### config.mk
export PLATFORM = sky130hd
export DESIGN_NAME = alu_result_stage
export DESIGN_NICKNAME = d
export VERILOG_FILES = /design/src/rtl/alu_result_stage.sv
export SDC_FILE = /design/constraint.sdc
export NUM_CORES = 1
export LEC_CHECK = 0
export CAP_MARGIN = 0
export CORE_MARGIN = 2
export CORE_UTILIZATION = 41
export CTS_CLUSTER_SIZE = 30
export DETAILED_ROUTE_END_ITERATION = 10
export PLACE_DENSITY = 0.75
export SLEW_MARGIN = 10
export SYNTH_ARGS = -nofsm -noshare
export SYNTH_HDL_FRONTEND = slang
export SYNTH_SLANG_ARGS = --single-unit
### constraint.sdc
create_clock -name clk -period 2.44 [get_ports clk]
set_clock_uncertainty 0.2 [all_clocks]
set_input_delay 0.366 -clock clk [delete_from_list [all_inputs] [get_ports clk]]
set_output_delay 0.366 -clock clk [all_outputs]
set_load 0.005 [all_outputs]
### src/rtl/alu_result_stage.sv
// alu_result_stage: captures shift/ALU results with carry, derives Z/N/C flags, and buffers two entries in FIFO order.
// Latency: a push into an empty buffer is visible on out_* the next cycle. There is no in->out bypass.
// Backpressure: in_ready = (occupancy < 2), from registered state only. Optional RESULT_HOLD_EN delays out_valid per new head.
module alu_result_stage #(
  parameter int WIDTH       = 3,
  parameter int DEPTH       = 2,
  parameter int HOLD_CYCLES = 4
) (
  input  logic             clk,
  input  logic             rst_n,
  input  logic             in_valid,
  output logic             in_ready,
  input  logic [WIDTH-1:0] in_result,
  input  logic             in_carry,
  output logic             out_valid,
  input  logic             out_ready,
  output logic [WIDTH-1:0] out_result,
  output logic             out_z,
  output logic             out_n,
  output logic             out_c,
  output logic [7:0]       out_count
);

  // Two entry registers; flags are frozen at push time.
  logic [WIDTH-1:0] res_q [2];
  logic             z_q   [2];
  logic             n_q   [2];
  logic             c_q   [2];
  logic             wr_ptr;
  logic             rd_ptr;
  logic [1:0]       occ;
  logic             push;
  logic             pop;
  logic             has_head;
  logic             head_ok;

  assign has_head = (occ != 2'd0);
  assign in_ready = (occ != 2'd2);
  assign push     = in_valid & in_ready;
  assign pop      = out_valid & out_ready;

`ifdef RESULT_HOLD_EN
  localparam int HW = $clog2(HOLD_CYCLES + 1);
  logic [HW-1:0] hold_q;
  logic          new_head;

  // A new head appears on a push into empty, or on a pop that leaves an entry behind.
  assign new_head = (push & (occ == 2'd0)) | (pop & ((occ == 2'd2) | push));

  // Head hold counter: reload on each new head, then count down to zero.
  always_ff @(posedge clk or negedge rst_n) begin
    if (!rst_n) begin
      hold_q <= '0;
    end else if (new_head) begin
      hold_q <= HW'(HOLD_CYCLES);
    end else if (hold_q != '0) begin
      hold_q <= hold_q - 1'b1;
    end
  end

  assign head_ok = (hold_q == '0);
`else
  assign head_ok = 1'b1;
`endif

  assign out_valid = has_head & head_ok;

  // Write the incoming result and its flags into the slot at the write pointer.
  always_ff @(posedge clk or negedge rst_n) begin
    if (!rst_n) begin
      for (int i = 0; i < 2; i++) begin
        res_q[i] <= '0;
        z_q[i]   <= 1'b0;
        n_q[i]   <= 1'b0;
        c_q[i]   <= 1'b0;
      end
    end else if (push) begin
      res_q[wr_ptr] <= in_result;
      z_q[wr_ptr]   <= (in_result == '0);
      n_q[wr_ptr]   <= in_result[WIDTH-1];
      c_q[wr_ptr]   <= in_carry;
    end
  end

  // Pointer and occupancy bookkeeping; push+pop together leaves occupancy unchanged.
  always_ff @(posedge clk or negedge rst_n) begin
    if (!rst_n) begin
      wr_ptr <= 1'b0;
      rd_ptr <= 1'b0;
      occ    <= 2'd0;
    end else begin
      if (push) wr_ptr <= ~wr_ptr;
      if (pop)  rd_ptr <= ~rd_ptr;
      if (push && !pop)      occ <= occ + 2'd1;
      else if (pop && !push) occ <= occ - 2'd1;
    end
  end

  // Debug count of completed output handshakes, wrapping at 256.
  always_ff @(posedge clk or negedge rst_n) begin
    if (!rst_n) begin
      out_count <= 8'd0;
    end else if (pop) begin
      out_count <= out_count + 8'd1;
    end
  end

  // Head data and flags are forced to zero while the buffer is empty.
  always_comb begin
    out_result = '0;
    out_z      = 1'b0;
    out_n      = 1'b0;
    out_c      = 1'b0;
    if (has_head) begin
      out_result = res_q[rd_ptr];
      out_z      = z_q[rd_ptr];
      out_n      = n_q[rd_ptr];
      out_c      = c_q[rd_ptr];
    end
  end

endmodule

==> results of run 1 <==
[area by class of cell]
type	instances	area (sq um)	share of cell area
inverter	2	7.507	0.005566
tap	30	37.54	0.02783
clock inverter	1	30.03	0.02226
sequential	22	550.5	0.4082
timing repair buffer	24	237.7	0.1763
multi-input combinational	55	462.9	0.3432
clock buffer	3	22.52	0.01670
[registers in the layout (all words and copies together) (netlist names)]
register	count
rd_ptr	1
res_q	6
z_q	2
wr_ptr	1
occ	2
out_count	8
c_q	2
[power by group through the flow]
stage                     clock, uW  sequential (uW)  combinational, uW
after floorplan                   0              659                487
after global placement            0              697                782
after global routing            297              735                876
after CTS                       279              701                805
after detailed placement          0              708                800
final                           274              701                791
[metrics by stage]
stage	power, uW	util	instance area (sq um)	std cells	hold WS (ns)
6_report	1766	0.5494	1349	137	0.1873
5_1_grt	1908	0.5494	1349	137	0.1864
4_1_cts	1785	0.5494	1349	137	0.1956
3_5_place_dp	1508	0.5280	1296	133	0.2644
3_3_place_gp	1479	0.5280	1296	133	0.2586
2_1_floorplan	1146	-	1044	82	-0.1296
[synthesized netlist by cell type (2+ instances only)]
cell type,number,area (sq um)
nor2_1,8,30.03
xor2_1,6,52.55
xnor2_1,6,52.55
nor3_2,2,20.02
mux2_1,5,56.30
nand4_1,3,18.77
dfrtp_1,22,550.5
nand2_1,5,18.77
mux2_4,5,75.07
mux2i_1,5,50.05
ha_1,2,25.02
[worst reg2reg max path: stages (launching register included)]
cell	delay, ns
dfrtp_1	0.46
o21a_2	0.28
inv_2	0.15
ha_1	0.19
xor2_1	0.16
nor2_1	0.07
xor2_1	0.14
[layer usage]
metal / up-vias / wire (um) / share of wire / global-route usage
met2: 7 / 869 / 0.48 / 0.2189
met3: 2 / 51 / 0.028 / 0.02459
li1: 329 / - / - / -
met1: 328 / 868 / 0.48 / 0.2163
met4: 0 / 13 / 0.0072 / 0.06250
met5: - / 0 / 0 / 0
[cell families (layout without fill, tap and decap cells)]
group                      count (synthesis)  after routing  share of synthesized area
DFF                                       22             22                     0.5276
AOI/OAI and AO/OA                          1              1                   0.008395
muxes                                     15             15                     0.1739
adders and majority gates                  2              2                    0.02398
and+or+nand+nor                           25             25                     0.1367
xor gates and xnor gates                  12             12                     0.1007
buffers and inverters                      5             30                    0.02877
[path summary, 6_finish.rpt]
check,to,slack [ns],cells after the start,startpoint
setup / recovery,out_result[2],0.15,3,occ[0]
hold / removal,wr_ptr,0.19,2,rst_n
setup reg to reg,occ[1],0.68,6,occ[0]
hold reg to reg,out_count[7],0.28,1,out_count[7]
max in group asynchronous,occ[1],1.63,2,rst_n
min in group clk,out_count[7],0.28,1,out_count[7]
==> impl_metrics.yaml, run 1 <==
global_route:
  grt_pass1_wl_um: 3049
  grt_overflow_total: 0
  grt_usage: 0.1486
  grt_pass1_vias: 636
  antenna_found_initial: 0
  grt_start_max_net_pins: 23
sta:
  timing.fmax_mhz: 437.2
  tns_ns: 0
  tightest_slew_ns: 0.4223
  setup_viol: 0
  setup_slack_ns: 0.1529
  report.final.slew_viol_count: 0
  rsz0062_at_grt: "no"
  maxSlewHeadroom: 0.7174
  report.final.hold_viol_count: 0
  post-route-period-util: 0.9374
  min_period_ns: 2.287
die:
  die_w_um: 54.45
  num_rows: 18
  start_util: 0.4251
  io_pins: 24
  die_area_sq_mm: 0.002965
  die_h_um: 54.45
  coreArea_sq_mm: 0.002455
clocking:
  clk_pin_slew_worst_paths_ns: 0.12
  postCtsSetupBuffers: 0
  clock-sinks: 22
  ctsHoldBuffers: 0
  insertion_delay_ns: 0.30
  cts_inserted_buffers: 3
  tritoncts: "done"
  clock-root-buffer: "clkbuf_4"
  ctsResizeCount: 0
  cts_max_path_buffers: 2
  htree_levels: 1
yosys:
  netlist_area_sq_mm: 0.001044
  mappedNetlistNets: 92
  yosysSeqAreaShare: 0.5276
  async_reset_ff_frac: 1.000
  synth_cells: 82
  avgSynthCellArea_sq_um: 12.73
  synth_flop_cell: "dfrtp_1"
  synth-edff-count: 0
  yosysWarnings: 0
  synth_cell_type_count: 24
  ys_ff_latch: 22
placement:
  place_congestion: 0.6916
  pre_cts_slack_ns: 0.4026
  place_hpwl_um: 1379
  io_buffers: 23
pwr:
  p_leak_uw: 0.0006135
  p_sw_uw: 565.1
  pwr-share-seq: 0.397
  p_sw_frac: 0.3200
  p_int_uw: 1201
  ir_drop_v: 0.0007004
  p_comb_frac: 0.448
  clockPowerShare: 0.155
  powerDensity_mw_per_mm2: 1309
detailed_routing:
  drt-pass1-iter-count: 4
  route.detailed.drc: 0
  dr.first_iter.drc_count: 8
  drt-total-wl_um: 1803
  wl_per_cell_um: 13.16
  ant_nets: 0
  dr_total_vias: 666
  vias_per_cell: 4.861
layout:
  antenna_cells: 0
  fill_cells: 223
  finalNetCount: 118
  drive_above_1_share: 0.1495
  final_cell_mix: "clkdlybuf4s50_1 (23), dfrtp_1 (22), nor2_1 (8), xor2_1 (6), xnor2_1 (6)"
  final_common_cell: "clkdlybuf4s50_1"
  area_growth_pct: 29.26
critical_path:
  crit_path_end_kind: "output pin"
  worstPathRequired_ns: 1.87
  cp_max_fo: 6
  slowest_delay_ns: 0.46
  critPathSlowestCell: "dfrtp_1"
  critPathTopFamily: "simple AND/OR/NAND/NOR gates"
  start_kind: "flop"
  crit_top_cell: "nor2_1"
  crit_arrival_ns: 1.72
  crit_type: "reg -> out"
  path_cells: "nor2_1, nor2_1, clkdlybuf4s50_1"
  crit_buf_inv: 1
worst_hold_path:
  min_path_type: "in -> async"
job:
  cap_violations: 0
status:
  outcome: "finished, final reports clean"
Power figures use the tool's default switching activity.
==> inputs of run 2 (changes only) <==
- PLACE_DENSITY: 0.75 -> 0.67
==> run 2 against run 1 <==
- power fell by 6.8%
- sequential cell count stayed put
- core utilization decreased by 1.2 points
- clock power is 43% lower
- die area unchanged
- non-clock buffer count unchanged
- global-route usage is essentially flat
- first-iteration DRC count down 50%
- critical path depth stayed put
==> impl_metrics.yaml, run 2 (synthesis gave the netlist of run 1 again) <==
status:
  outcome: "finished, final reports clean"
clocking:
  clk_pin_slew_worst_paths_ns: 0.11
  ctsHoldBuffers: 0
  insertion_delay_ns: 0.29
  postCtsSetupBuffers: 0
  clock-root-buffer: "clkbuf_4"
  clock-sinks: 22
  tritoncts: "done"
  cts_max_path_buffers: 2
  htree_levels: 1
  cts_inserted_buffers: 3
  ctsResizeCount: 0
global_route:
  grt_usage: 0.1481
  antenna_found_initial: 0
  busiest_layer: "met2"
  grt_start_max_net_pins: 23
  use_met3: 0.01639
  grt_util_met2: 0.2269
  grt_pass1_wl_um: 3105
  grt_overflow_total: 0
  grt_pass1_vias: 662
  gr-usage-met1: 0.2118
layout:
  antenna_cells: 0
  final_cell_mix: "clkdlybuf4s50_1 (23), dfrtp_1 (22), nor2_1 (8), xor2_1 (6), xnor2_1 (6)"
  stdcell_count: 136
  finalNetCount: 118
  final_util: 0.5372
  final_area_sq_mm: 0.001319
  top_regs: "out_count (8), res_q (6)"
  drive_above_1_share: 0.1415
  largest_register_ffs: 8
  final_common_cell: "clkdlybuf4s50_1"
  largest_register: "out_count"
  area_growth_pct: 26.38
critical_path:
  crit_top_cell: "nor2_1"
  crit_path_end_kind: "output pin"
  crit_arrival_ns: 1.70
  critPathSlowestCell: "clkdlybuf4s50_1"
  crit_buf_inv: 1
  start_kind: "flop"
  crit_type: "reg -> out"
  worstPathRequired_ns: 1.87
  critPathTopFamily: "simple AND/OR/NAND/NOR gates"
  path_cells: "nor2_1, nor2_1, clkdlybuf4s50_1"
  slowest_delay_ns: 0.47
  cp_max_fo: 6
worst_hold_path:
  min_path_type: "in -> async"
sta:
  setup_viol: 0
  min_period_ns: 2.267
  report.final.slew_viol_count: 0
  post-route-period-util: 0.9290
  rsz0062_at_grt: "no"
  tns_ns: 0
  maxSlewHeadroom: 0.7317
  timing.fmax_mhz: 441.2
  tightest_slew_ns: 0.4009
  report.final.hold_viol_count: 0
detailed_routing:
  dr.first_iter.drc_count: 4
  vias_per_cell: 4.926
  drt-total-wl_um: 1881
  ant_nets: 0
  wl_per_cell_um: 13.83
  route.detailed.drc: 0
  drt-pass1-iter-count: 3
  dr_total_vias: 670
die:
  num_rows: 18
  io_pins: 24
  coreArea_sq_mm: 0.002455
  die_area_sq_mm: 0.002965
  die_w_um: 54.45
  start_util: 0.4251
  die_h_um: 54.45
job:
  cap_violations: 0
pwr:
  ir_drop_v: 0.0006353
  p_sw_uw: 551.8
  p_int_uw: 1093
  pwr-share-seq: 0.424
  p_leak_uw: 0.0005994
  p_sw_frac: 0.3354
  clockPowerShare: 0.095
  powerDensity_mw_per_mm2: 1247
  p_comb_frac: 0.481
placement:
  place_congestion: 0.6720
  post_dp_cell_area_sq_mm: 0.001296
  dp_cells: 133
  place_hpwl_um: 1431
  io_buffers: 23
-- run 2: changes by cell type in the layout (fill, tap and decap cells not counted) --
cell	change
bufinv_16	-1
-- run 2: path summary, 6_finish.rpt --
path / from / to / slack [ns] / cells past startpoint
max in group asynchronous: rst_n / z_q[0] / 1.62 / 2
worst max-delay path: occ[0] / out_n / 0.17 / 3
min in group clk: out_count[7] / out_count[7] / 0.27 / 1
worst min-delay path: rst_n / wr_ptr / 0.20 / 2
worst max register to register: occ[0] / occ[1] / 0.70 / 5
worst min register to register: out_count[7] / out_count[7] / 0.27 / 1
-- run 2: final cells by class --
cell class,count,area (sq um)
clock buffers,3,22.52
multi-input cells,55,462.9
flip-flops and latches,22,550.5
well taps,30,37.54
inverters,2,7.507
fillers,217,1136
repair buffers,24,237.7
-- run 2: metal layers --
layer	up-vias	share of wire
li1	322	-
met1	336	0.48
met2	8	0.49
met3	4	0.015
met4	0	0.015
met5	-	0
-- run 2: power by group through the flow --
stage	Sequential (uW)	Combinational (uW)	Clock (uW)
6_report	698	792	156
3_5_place_dp	710	801	0
5_1_grt	730	865	179
4_1_cts	701	809	166
3_3_place_gp	699	790	0
2_1_floorplan	659	487	0
-- run 2: per-stage QoR --
step / power [uW] / setup slack (ns) / hold WS, ns
after floorplan: 1146 / 0.8398 / -0.1296
after global placement: 1489 / 0.4134 / 0.2549
after detailed placement: 1511 / 0.3979 / 0.2585
after CTS: 1676 / 0.1011 / 0.2006
after global routing: 1774 / 0.03245 / 0.2330
final: 1645 / 0.1733 / 0.2048
